### src/rtl/back_sprite_ctrl.sv
// Battle back-sprite controller: slide-in, idle bob, hit blink and faint drop-out.
// Positions and sheet cell offsets are registered for the sprite renderer.
module back_sprite_ctrl #(
   parameter int unsigned CELL_W     = 66,
   parameter int unsigned CELL_H     = 67,
   parameter int unsigned COLS       = 14,
   parameter int unsigned START_X    = 0,
   parameter int unsigned HOME_X     = 100,
   parameter int unsigned HOME_Y     = 300,
   parameter int unsigned SLIDE_STEP = 8,
   parameter int unsigned FAINT_STEP = 4
) (
   input  logic        pixel_clk_in,
   input  logic        rst_n_in,
   input  logic        vsync_in,
   input  logic        start_in,
   input  logic [4:0]  species_in,
   input  logic        hit_in,
   input  logic        faint_in,
   output logic [10:0] x_out,
   output logic [9:0]  y_out,
   output logic [9:0]  sprite_sel_x,
   output logic [8:0]  sprite_sel_y,
   output logic        visible_out,
   output logic        busy_out,
   output logic        done_out
);

   typedef enum logic [2:0] {StHidden, StSlideIn, StIdle, StHit, StFaint} state_e;

   state_e      r_state, w_state_nxt;
   logic        r_vsync_d;
   logic [10:0] r_x, w_x_d;
   logic [9:0]  r_y, w_y_d;
   logic [9:0]  r_sel_x, w_sel_x_d;
   logic [8:0]  r_sel_y, w_sel_y_d;
   logic        r_visible, w_visible_d;
   logic        r_busy, w_busy_d;
   logic        r_done, w_done_d;
   logic [4:0]  r_idle_cnt, w_idle_cnt_d;
   logic [3:0]  r_hit_cnt, w_hit_cnt_d;

   logic        w_tick;
   logic [11:0] w_x_sum;
   logic [10:0] w_x_step;
   logic        w_x_home;
   logic [10:0] w_y_drop;
   logic        w_y_gone;
   logic [4:0]  w_col;
   logic        w_row;

   assign w_tick   = vsync_in & ~r_vsync_d;
   assign w_x_sum  = {1'b0, r_x} + 12'(SLIDE_STEP);
   assign w_x_step = (w_x_sum >= 12'(HOME_X)) ? 11'(HOME_X) : w_x_sum[10:0];
   assign w_x_home = (w_x_step == 11'(HOME_X));
   assign w_y_drop = {1'b0, r_y} + 11'(FAINT_STEP);
   assign w_y_gone = (w_y_drop >= 11'(HOME_Y + CELL_H));

   // Out-of-range species fall back to cell 0.
   always_comb begin
      w_col = 5'd0;
      w_row = 1'b0;
      if (species_in < 5'(COLS)) begin
         w_col = species_in;
      end else if (species_in < 5'(2 * COLS)) begin
         w_col = species_in - 5'(COLS);
         w_row = 1'b1;
      end
   end

   always_ff @(posedge pixel_clk_in or negedge rst_n_in) begin
      if (!rst_n_in) begin
         r_state <= StHidden;
      end else begin
         r_state <= w_state_nxt;
      end
   end

   always_comb begin
      w_state_nxt = r_state;
      unique case (r_state)
         StHidden:  if (start_in) w_state_nxt = StSlideIn;
         StSlideIn: begin
            if (faint_in)                  w_state_nxt = StFaint;
            else if (w_tick && w_x_home)   w_state_nxt = StIdle;
         end
         StIdle: begin
            if (faint_in)    w_state_nxt = StFaint;
            else if (hit_in) w_state_nxt = StHit;
         end
         StHit: begin
            if (faint_in)                           w_state_nxt = StFaint;
            else if (w_tick && r_hit_cnt == 4'hF)   w_state_nxt = StIdle;
         end
         StFaint:   if (w_tick && w_y_gone) w_state_nxt = StHidden;
         default:   w_state_nxt = StHidden;
      endcase
   end

   always_comb begin
      w_x_d        = r_x;
      w_y_d        = r_y;
      w_sel_x_d    = r_sel_x;
      w_sel_y_d    = r_sel_y;
      w_visible_d  = r_visible;
      w_done_d     = 1'b0;
      w_idle_cnt_d = r_idle_cnt;
      w_hit_cnt_d  = r_hit_cnt;
      w_busy_d     = (w_state_nxt == StSlideIn) || (w_state_nxt == StHit)
                     || (w_state_nxt == StFaint);
      unique case (r_state)
         StHidden: begin
            if (start_in) begin
               w_x_d       = 11'(START_X);
               w_y_d       = 10'(HOME_Y);
               w_visible_d = 1'b1;
               w_sel_x_d   = 10'(32'(w_col) * CELL_W);
               w_sel_y_d   = w_row ? 9'(CELL_H) : 9'd0;
            end
         end
         StSlideIn: begin
            if (faint_in) begin
               w_visible_d = 1'b1;
            end else if (w_tick) begin
               w_x_d = w_x_step;
               if (w_x_home) begin
                  w_done_d     = 1'b1;
                  w_idle_cnt_d = 5'd0;
               end
            end
         end
         StIdle: begin
            if (faint_in) begin
               w_visible_d = 1'b1;
            end else if (hit_in) begin
               w_hit_cnt_d = 4'd0;
               w_y_d       = 10'(HOME_Y);
            end else if (w_tick) begin
               // Bob follows the pre-increment count: 16 frames low, 16 high.
               w_y_d        = 10'(HOME_Y) + {9'd0, r_idle_cnt[4]};
               w_idle_cnt_d = r_idle_cnt + 5'd1;
            end
         end
         StHit: begin
            if (faint_in) begin
               w_visible_d = 1'b1;
            end else if (w_tick) begin
               w_hit_cnt_d = r_hit_cnt + 4'd1;
               if (r_hit_cnt == 4'hF) begin
                  w_visible_d  = 1'b1;
                  w_idle_cnt_d = 5'd0;
               end else if (r_hit_cnt[1:0] == 2'd3) begin
                  w_visible_d = ~r_visible;
               end
            end
         end
         StFaint: begin
            if (w_tick) begin
               w_y_d = w_y_drop[9:0];
               if (w_y_gone) begin
                  w_visible_d = 1'b0;
                  w_done_d    = 1'b1;
               end
            end
         end
         default: ;
      endcase
   end

   always_ff @(posedge pixel_clk_in or negedge rst_n_in) begin
      if (!rst_n_in) begin
         r_vsync_d  <= 1'b0;
         r_x        <= 11'(START_X);
         r_y        <= 10'(HOME_Y);
         r_sel_x    <= 10'd0;
         r_sel_y    <= 9'd0;
         r_visible  <= 1'b0;
         r_busy     <= 1'b0;
         r_done     <= 1'b0;
         r_idle_cnt <= 5'd0;
         r_hit_cnt  <= 4'd0;
      end else begin
         r_vsync_d  <= vsync_in;
         r_x        <= w_x_d;
         r_y        <= w_y_d;
         r_sel_x    <= w_sel_x_d;
         r_sel_y    <= w_sel_y_d;
         r_visible  <= w_visible_d;
         r_busy     <= w_busy_d;
         r_done     <= w_done_d;
         r_idle_cnt <= w_idle_cnt_d;
         r_hit_cnt  <= w_hit_cnt_d;
      end
   end

   assign x_out        = r_x;
   assign y_out        = r_y;
   assign sprite_sel_x = r_sel_x;
   assign sprite_sel_y = r_sel_y;
   assign visible_out  = r_visible;
   assign busy_out     = r_busy;
   assign done_out     = r_done;

endmodule

### config.mk
export PLATFORM = sky130hd
export DESIGN_NAME = back_sprite_ctrl
export DESIGN_NICKNAME = d
export VERILOG_FILES = /design/src/rtl/back_sprite_ctrl.sv
export SDC_FILE = /design/constraint.sdc
export NUM_CORES = 1
export LEC_CHECK = 0
export ABC_AREA = 1
export ABC_CLOCK_PERIOD_IN_PS = 1800
export CORE_ASPECT_RATIO = 1.75
export CORE_MARGIN = 2
export CORE_UTILIZATION = 40
export CTS_CLUSTER_SIZE = 30
export DETAILED_ROUTE_END_ITERATION = 8
export DONT_BUFFER_PORTS = 1
export GPL_ROUTABILITY_DRIVEN = 0
export PLACE_DENSITY = 0.63
export SYNTH_ARGS = -nofsm -noshare
export SYNTH_HDL_FRONTEND = slang
export SYNTH_SLANG_ARGS = --single-unit
### constraint.sdc
create_clock -name pixel_clk_in -period 1.8 [get_ports pixel_clk_in]
set_input_delay 0.18 -clock pixel_clk_in [delete_from_list [all_inputs] [get_ports pixel_clk_in]]
set_output_delay 0.18 -clock pixel_clk_in [all_outputs]
set_load 0.005 [all_outputs]
==> results of run 1 <==
## layout make-up
type,instances,area (µm²)
Clock buffer,6,72.57
Clock inverter,2,37.54
Fill cell,633,3219
Inverter,50,187.7
Multi-Input combinational cell,216,1140
Sequential cell,42,1056
Tap cell,78,97.59
Timing Repair Buffer,13,115.1
## synth_stat cells (3+ instances only)
master / instances / area [µm²]
o21ai_0: 13 / 65.06
buf_4: 14 / 105.1
o211ai_1: 3 / 22.52
dfstp_2: 4 / 105.1
nand3_1: 23 / 115.1
o22ai_1: 3 / 18.77
nor2_1: 24 / 90.09
nand3_2: 3 / 30.03
nand2_4: 3 / 33.78
o21ai_1: 6 / 30.03
inv_2: 6 / 22.52
nand2_2: 6 / 37.54
nor2_2: 5 / 31.28
dfrtp_1: 38 / 950.9
ha_1: 5 / 62.56
xor2_1: 4 / 35.03
a21oi_1: 5 / 25.02
inv_1: 43 / 161.4
nand4_1: 5 / 31.28
nand2_1: 81 / 304.0
## stage by stage
stage | util, % | TNS [ns] | cell area, µm² | power, W | setup slack (ns)
global placement | 42.29 | 0 | 2506 | 0.002511 | 0.1605
global route | 45.67 | -0.01050 | 2706 | 0.003617 | -0.005570
CTS | 44.83 | 0 | 2656 | 0.003324 | 0.1056
finish | 45.67 | 0 | 2706 | 0.003337 | 0.1867
detailed placement | 42.29 | 0 | 2506 | 0.002547 | 0.1362
floorplan | - | 0 | 2485 | 0.002347 | 0.2495
## power groups by stage
| stage | combinational (W) | sequential (W) | clock (W) |
|---|---|---|---|
| 2_1_floorplan | 0.000925 | 0.00142 | 0 |
| 3_3_place_gp | 0.00102 | 0.00149 | 0 |
| 3_5_place_dp | 0.00105 | 0.00150 | 0 |
| 4_1_cts | 0.00108 | 0.00148 | 0.000763 |
| 5_1_grt | 0.00129 | 0.00153 | 0.000803 |
| 6_report | 0.00111 | 0.00148 | 0.000744 |
## kinds of logic after synthesis
logic type | synth area share (%)
and+or+nand+nor | 29.01
AOI/OAI and AO/OA | 10.99
buffers and inverters | 12.57
other | 0.1525
DFF | 42.95
xor gates and xnor gates | 1.781
adders and majority gates | 2.545
## registers in the layout, indices dropped and copies added, names as in the netlist, 3 cells and up
register and cells:
sprite_sel_x 5, r_idle_cnt 5, y_out 9, r_state 3, r_hit_cnt 4, x_out 11
## metal layers
metal	up-vias	share of wire (%)	global-route usage (%)	wire length, µm
met1	929	37	17.36	1985
met5	-	0	0	0
li1	1014	-	-	-
met4	0	1.5	6.988	81
met2	37	57	34.04	3070
met3	9	4.4	4.079	234
## what timing repair did
| action | CTS | global route |
|---|---|---|
| endpoints found under the hold margin | 43 | 0 |
| hold buffers | 3 | 0 |
| endpoints found under the setup margin | 0 | 9 |
| buffers inserted | 0 | 4 |
| resized for setup | 0 | 5 |
## worst paths after layout
| check | from | endpoint | cells past startpoint |
|---|---|---|---|
| max in group asynchronous | rst_n_in | y_out[8]$_DFFE_PN1P_ | 2 |
| setup reg to reg | x_out[3]$_DFFE_PN0P_ | r_idle_cnt[0]$_DFFE_PN0P_ | 10 |
| setup / recovery | x_out[3]$_DFFE_PN0P_ | r_idle_cnt[0]$_DFFE_PN0P_ | 10 |
| min in group asynchronous | rst_n_in | y_out[6]$_DFFE_PN0P_ | 2 |
| hold / removal | faint_in | r_state[1]$_DFF_PN0_ | 1 |
| hold reg to reg | r_idle_cnt[1]$_DFFE_PN0P_ | r_idle_cnt[1]$_DFFE_PN0P_ | 2 |
==> results.txt, run 1 <==
outcome - finished, final reports clean
GRT Resource Usage Total - 17.47%
I/O pin count - 54
Most common cell on crit path - nand2_1
number of synthesized register bits - 42
Finish-stage setup viols - 0
Seq pwr share - 44.5%
Mapped Area - 2459 µm²
internal power - 0.002017 W
layout cell share with drive strength beyond 1 - 15.50%
die area - 6814 µm²
first-pass GRT wire length - 9487 µm
grt ovf - 0
Tcrit/Tclk final - 89.63%
Max-Cap Viols - 0
Clk pwr share - 22.3%
Clock Latency Late Sink - 0.29 ns
r2r setup slk - 0.19 ns
min Tclk post-route - 1.613 ns
total core area - 5926 µm²
Sw Ratio - 39.55%
CP Max Fanout - 8
Final nets - 344
Antenna Violating Nets Remaining - 0
# placed instances - 392
site row count - 37
Yosys Warn Count - 0
skew final - 0.005058 ns
f_max - 0.6198 GHz
Initial Util - 41.49%
DR pass1 iterations - 4
Die Y - 107.7 µm
worst path buffer plus inverter count - 1
number of CTS-inserted buffers - 5
Comb pwr share - 33.2%
Distinct cells, synth - 38
CP peak stage delay - 0.39 ns
largest net degree at the start of global routing - 43
Layout Cells excl Fill - 407
I/O Buffers - 0
htree depth - 2
Final Slew Violations - 0
CP required - 2.03 ns
sequential area share after synthesis - 42.95%
power density over cell area - 1233 nW/µm²
Initial DRC Count - 134
clk sink count - 42
Final Hold Vio Count - 0
net switching power - 0.001320 W
ANT cells - 0
Clk pin slew, worst setup/hold paths - 0.08 ns
Residual DRC - 0
area delta synth->final - 10.08%
HP Class - in -> reg
Die W - 63.27 µm
number of global-route vias before repair - 2104
Post-synth ARST share - 100.0%
initial antenna violation count - 0
startpoint types - flop
Mean Syn Cell Area - 7.756 µm²
Crit path arrival time - 1.85 ns
most frequent cells in the layout - nand2_1 (81), inv_1 (42), dfrtp_1 (38), nor2_1 (24), nand3_1 (23)
vias post-DR - 1989
Peak VDD IR - 0.0006451 V
Post-synth top flop - dfrtp_1
critical path's slowest cell - dfrtp_1
Root Buffer Master - clkbuf_8
Post-synth EDFFs - 0
CTS Buffer Depth - 2
Routed WL - 5372 µm
drt wl/cell - 13.20 µm
Vias/cell - 4.887
top cell family by delay on the critical path - simple AND/OR/NAND/NOR gates
nature of the critical path endpoint - flop
cells after synthesis - 317
dpl hpwl - 4130 µm
most common cell after layout, fill and taps aside - nand2_1
Fin Hold WS - 0.005856 ns
crit-path cells - ha_1 > nor3_1 > nor2_1 > nand2_1 > nand3_2 > inv_2 > nand2_4 > nand2_4 > nand2_1 > nand2_1
crit path kind - reg -> reg
static leakage - 1.415 nW
TritonCTS clock tree - done
(Power assumes the default switching activity.)
==> inputs of run 2 (changes only) <==
--- a/config.mk
+++ b/config.mk
@@ -15,6 +15,8 @@
 export DONT_BUFFER_PORTS = 1
 export GPL_ROUTABILITY_DRIVEN = 0
 export PLACE_DENSITY = 0.63
+export SETUP_SLACK_MARGIN = 0.4
 export SYNTH_ARGS = -nofsm -noshare
 export SYNTH_HDL_FRONTEND = slang
 export SYNTH_SLANG_ARGS = --single-unit
+export TNS_END_PERCENT = 30
==> results.txt, run 2 (synthesis results as in run 1) <==
outcome - finished, final reports clean (unchanged)
drt wl/cell - 13.80 µm (was 13.20 µm)
GRT Resource Usage Total - 18.12% (was 17.47%)
site row count - 37 (unchanged)
clk sink count - 42 (unchanged)
Routed WL - 5673 µm (was 5372 µm)
post-place setup slack - 0.1210 ns (was 0.1362 ns)
layout cell share with drive strength beyond 1 - 23.42% (was 15.50%)
first-pass GRT wire length - 9694 µm (was 9487 µm)
static leakage - 1.455 nW (was 1.415 nW)
setup TNS - 0 ns (unchanged)
Clk pin slew, worst setup/hold paths - 0.08 ns (about the same)
power density over cell area - 1215 nW/µm² (was 1233 nW/µm²)
most frequent cells in the layout - nand2_1 (73), inv_1 (40), dfrtp_1 (35), nor2_1 (21), nand3_1 (20) (was nand2_1 (81), inv_1 (42), dfrtp_1 (38), nor2_1 (24), nand3_1 (23))
CP Max Fanout - 6 (was 8)
Max-Cap Viols - 0 (unchanged)
Crit path arrival time - 1.77 ns (was 1.85 ns)
skew final - 0.005186 ns (was 0.005058 ns)
Final Slew Violations - 0 (unchanged)
area delta synth->final - 14.30% (was 10.08%)
grt ovf - 0 (unchanged)
CP required - 1.99 ns (was 2.03 ns)
startpoint types - flop (unchanged)
dpl hpwl - 4041 µm (was 4130 µm)
Initial Util - 41.49% (unchanged)
I/O pin count - 54 (unchanged)
Tcrit/Tclk final - 87.88% (was 89.63%)
nature of the critical path endpoint - flop (unchanged)
die area - 6814 µm² (unchanged)
number of CTS-inserted buffers - 5 (unchanged)
Post-Route Utilization - 47.42% (was 45.67%)
number of global-route vias before repair - 2072 (was 2104)
htree depth - 2 (unchanged)
Reg area - 1060 µm² (was 1056 µm²)
Residual DRC - 0 (unchanged)
HP Class - in -> reg (unchanged)
multi-input combinational cell area - 1226 µm² (was 1140 µm²)
Final Hold Vio Count - 0 (unchanged)
Final Worst Setup Slack - 0.2182 ns (was 0.1867 ns)
max FFs per register - 11 (unchanged)
Peak VDD IR - 0.0004915 V (was 0.0006451 V)
CTS Buffer Depth - 2 (unchanged)
Initial DRC Count - 72 (was 134)
Final nets - 348 (was 344)
crit path kind - reg -> reg (unchanged)
Antenna Violating Nets Remaining - 0 (unchanged)
TritonCTS clock tree - done (unchanged)
Die Y - 107.7 µm (unchanged)
vias post-DR - 2081 (was 1989)
Finish-stage setup viols - 0 (unchanged)
f_max - 0.6322 GHz (was 0.6198 GHz)
Vias/cell - 5.063 (was 4.887)
Clock Latency Late Sink - 0.29 ns (about the same)
min Tclk post-route - 1.582 ns (was 1.613 ns)
fillers - 611 (was 633)
Die W - 63.27 µm (unchanged)
total core area - 5926 µm² (unchanged)
Fin Hold WS - 0.04964 ns (was 0.005856 ns)
Root Buffer Master - clkbuf_8 (unchanged)
most common cell after layout, fill and taps aside - nand2_1 (unchanged)
initial antenna violation count - 0 (unchanged)
DR pass1 iterations - 4 (unchanged)
I/O Buffers - 0 (unchanged)
RSZ-0062 raised after global routing - true
largest net degree at the start of global routing - 43 (unchanged)
ANT cells - 0 (unchanged)
-- run 2: cell type report --
type | instances | area share, %
inverter | 50 | 6.679
multi-input combinational | 216 | 43.63
tap | 78 | 3.473
sequential | 42 | 37.71
clock buffer | 7 | 3.072
timing repair buffer | 17 | 5.254
clock inverter | 1 | 0.1781
-- run 2: report_power, final --
group / internal (W) / switching [W] / total [W]
Sequential: 0.00120 / 0.000310 / 0.00151
Combinational: 0.000522 / 0.000755 / 0.00128
Clock: 0.000310 / 0.000318 / 0.000628
Total: 0.00203 / 0.00138 / 0.00341
-- run 2: timing repair --
| action | in CTS | in global routing |
|---|---|---|
| resized for setup | 21 | 10 |
| endpoints found under the hold margin | 44 | 0 |
| endpoints found under the setup margin | 31 | 34 |
| pin swaps | 7 | 13 |
| hold buffers | 4 | 0 |
| buffers inserted | 9 | 2 |
-- run 2: through the flow --
| stage | total power [W] | instances | instance area [µm²] |
|---|---|---|---|
| 3_5_place_dp | 0.002554 | 388 | 2494 |
| 3_3_place_gp | 0.002529 | 388 | 2494 |
| 6_report | 0.003414 | 411 | 2810 |
| 5_1_grt | 0.003681 | 411 | 2810 |
| 4_1_cts | 0.003373 | 409 | 2776 |
| 2_1_floorplan | 0.002383 | 324 | 2502 |
-- run 2: worst max-delay path: stages, from the launching register on --
cell     delay, ns
dfstp_2       0.62
ha_4          0.18
inv_2         0.04
nand2_2       0.05
nand2_2       0.05
nor2_1        0.09
nand3_1       0.07
nand2_1       0.08
nand2_2       0.06
nand3_2       0.07
nand2_1       0.05
nand2_1       0.05
nand2_1       0.05
-- run 2: path summary, 6_finish.rpt --
path                                            from  depth (start not counted)  slack (ns)                           to
max reg2reg                     y_out[2]$_DFFE_PN1P_                         12        0.22      visible_out$_DFFE_PN0P_
min reg2reg                r_idle_cnt[1]$_DFFE_PN0P_                          2        0.52    r_idle_cnt[1]$_DFFE_PN0P_
min                                    species_in[0]                          2        0.05  sprite_sel_x[6]$_DFFE_PN0P_
max in group asynchronous                   rst_n_in                          2        1.17         y_out[8]$_DFFE_PN1P_
max                             y_out[2]$_DFFE_PN1P_                         12        0.22      visible_out$_DFFE_PN0P_
min in group asynchronous                   rst_n_in                          2        0.36         y_out[4]$_DFFE_PN0P_
-- run 2: per-layer routing --
layer,routed length (µm),global-route usage [%],part of all wire (%)
met1,2028,18.27,36
met2,3191,34.95,56
met3,317,3.975,5.6
met4,135,7.764,2.4
met5,0,0,0
==> inputs of run 3 (changes only) <==
--- a/config.mk
+++ b/config.mk
@@ -7,14 +7,14 @@
 export LEC_CHECK = 0
 export ABC_AREA = 1
 export ABC_CLOCK_PERIOD_IN_PS = 1800
+export BUFFER_PORTS_ARGS = -buffer_cell sky130_fd_sc_hd__buf_2
 export CORE_ASPECT_RATIO = 1.75
 export CORE_MARGIN = 2
 export CORE_UTILIZATION = 40
 export CTS_CLUSTER_SIZE = 30
 export DETAILED_ROUTE_END_ITERATION = 8
-export DONT_BUFFER_PORTS = 1
 export GPL_ROUTABILITY_DRIVEN = 0
-export PLACE_DENSITY = 0.63
+export PLACE_DENSITY = 0.71
 export SETUP_SLACK_MARGIN = 0.4
 export SYNTH_ARGS = -nofsm -noshare
 export SYNTH_HDL_FRONTEND = slang
==> results.txt, run 3 (synthesis results as in run 1) <==
Clk pin slew, worst setup/hold paths - 0.08 ns (about the same)
r2r setup slk - 0.26 ns (was 0.22 ns)
f_max - 0.6492 GHz (was 0.6322 GHz)
Die W - 63.27 µm (unchanged)
HP Start - vsync_in (was species_in[0])
RSZ-0062 raised after global routing - true (unchanged)
Post-Route Utilization - 51.84% (was 47.42%)
startpoint types - flop (unchanged)
die area - 6814 µm² (unchanged)
Finish-stage setup viols - 0 (unchanged)
number of CTS-inserted buffers - 5 (unchanged)
area delta synth->final - 24.94% (was 14.30%)
drt wl/cell - 12.65 µm (was 13.80 µm)
setup TNS - 0 ns (unchanged)
I/O Buffers - 45 (was 0)
Final nets - 396 (was 348)
Fin Hold WS - 0.03140 ns (was 0.04964 ns)
GRT Resource Usage Total - 18.00% (was 18.12%)
total core area - 5926 µm² (unchanged)
largest net degree at the start of global routing - 43 (unchanged)
Hold Path Sink - r_vsync_d$_DFF_PN0_ (was sprite_sel_x[6]$_DFFE_PN0P_)
RR Endpoint - r_idle_cnt[1]$_DFFE_PN0P_ (was visible_out$_DFFE_PN0P_)
htree depth - 2 (unchanged)
outcome - finished, final reports clean (unchanged)
Final Slew Violations - 0 (unchanged)
CTS Buffer Depth - 2 (unchanged)
TritonCTS clock tree - done (unchanged)
layout cell share with drive strength beyond 1 - 35.17% (was 23.42%)
Max-Cap Viols - 0 (unchanged)
I/O pin count - 54 (unchanged)
clk sink count - 42 (unchanged)
first-pass GRT wire length - 9722 µm (was 9694 µm)
dpl hpwl - 4181 µm (was 4041 µm)
most frequent cells in the layout - nand2_1 (70), buf_2 (45), inv_1 (37), dfrtp_1 (37), nor2_1 (20) (was nand2_1 (73), inv_1 (40), dfrtp_1 (35), nor2_1 (21), nand3_1 (20))
ANT cells - 0 (unchanged)
most common cell after layout, fill and taps aside - nand2_1 (unchanged)
CP required - 1.99 ns (about the same)
Vias/cell - 4.895 (was 5.063)
Crit path arrival time - 1.73 ns (was 1.77 ns)
fillers - 594 (was 611)
Worst Tran Pin Value - 0.5526 ns
worst reg-to-reg path cell count - 10 (was 12)
max FFs per register - 11 (unchanged)
Routed WL - 5808 µm (was 5673 µm)
crit path kind - reg -> reg (unchanged)
Total Power - 0.003682 W (was 0.003414 W)
HP Class - in -> reg (unchanged)
initial antenna violation count - 0 (unchanged)
nature of the critical path endpoint - flop (unchanged)
Peak VDD IR - 0.0004875 V (was 0.0004915 V)
Initial DRC Count - 98 (was 72)
site row count - 37 (unchanged)
DR pass1 iterations - 7 (was 4)
static leakage - 1.672 nW (was 1.455 nW)
skew final - 0.006829 ns (was 0.005186 ns)
reg-to-reg startpoint - x_out[4]$_DFFE_PN0P_ (was y_out[2]$_DFFE_PN1P_)
number of global-route vias before repair - 2261 (was 2072)
Residual DRC - 0 (unchanged)
slew margin rel. - 63.16%
min Tclk post-route - 1.540 ns (was 1.582 ns)
Tcrit/Tclk final - 85.57% (was 87.88%)
vias post-DR - 2247 (was 2081)
Die Y - 107.7 µm (unchanged)
Initial Util - 41.49% (unchanged)
CP Max Fanout - 8 (was 6)
Final Hold Vio Count - 0 (unchanged)
Root Buffer Master - clkbuf_8 (unchanged)
hold depth - 1 (was 2)
grt ovf - 0 (unchanged)
power density over cell area - 1199 nW/µm² (was 1215 nW/µm²)
Clock Latency Late Sink - 0.30 ns (was 0.29 ns)
Antenna Violating Nets Remaining - 0 (unchanged)
## run 3: area by class of cell
cell class	count	area (µm²)	area share, %
flip-flops and latches	42	1057	34.42
clock buffers	7	86.33	2.811
well taps	78	97.59	3.177
inverters	50	191.4	6.232
multi-input cells	216	1256	40.90
repair buffers	65	377.9	12.30
clock inverters	1	5.005	0.1629
## run 3: where the power goes
group / total [W] / switching [W] / internal (W)
Combinational: 0.00161 / 0.000905 / 0.000707
Sequential: 0.00143 / 0.000236 / 0.00120
Clock: 0.000637 / 0.000327 / 0.000310
Total: 0.00368 / 0.00147 / 0.00221
## run 3: per-stage QoR
stage / instance area (µm²) / cells / setup WS [ns]
finish: 3072 / 459 / 0.2597
CTS: 3000 / 457 / 0.2534
global route: 3072 / 459 / 0.1667
detailed placement: 2734 / 435 / 0.1785
floorplan: 2502 / 324 / 0.3390
global placement: 2734 / 435 / 0.1944
## run 3: how the worst max path moves through the flow
| stage | slack, ns | end | start | cells past startpoint |
|---|---|---|---|---|
| 2_1_floorplan | 0.34 | r_idle_cnt[1]$_DFFE_PN0P_ | x_out[4]$_DFFE_PN0P_ | 9 |
| 3_3_place_gp | 0.19 | r_idle_cnt[4]$_DFFE_PN0P_ | x_out[4]$_DFFE_PN0P_ | 11 |
| 3_5_place_dp | 0.18 | r_idle_cnt[4]$_DFFE_PN0P_ | x_out[4]$_DFFE_PN0P_ | 11 |
| 4_1_cts | 0.25 | visible_out$_DFFE_PN0P_ | y_out[2]$_DFFE_PN1P_ | 12 |
| 5_1_grt | 0.17 | r_idle_cnt[1]$_DFFE_PN0P_ | x_out[4]$_DFFE_PN0P_ | 12 |
| 6_report | 0.26 | r_idle_cnt[1]$_DFFE_PN0P_ | x_out[4]$_DFFE_PN0P_ | 10 |
## run 3: metal layers
layer	up-vias	track usage, %	part of all wire, %
li1	1123	-	-
met1	1064	17.84	37
met2	47	34.73	56
met3	13	3.452	3.5
met4	0	9.161	2.6
met5	-	0	0
## run 3: worst max-delay path: stages (launching register included)
cell,delay [ns]
dfrtp_1,0.43
ha_4,0.29
nor3_2,0.03
nor2_1,0.10
nand2_1,0.07
nand3_2,0.12
inv_2,0.06
nand2_4,0.11
nand2_4,0.09
nand2_2,0.07
nand2_1,0.04
## run 3: timing repair
action	4_1_cts	5_1_grt
pin swaps	8	12
setup endpoints to repair	33	33
hold endpoints to repair	38	0
resized for setup	19	22
setup buffers	13	2
hold buffers	1	0
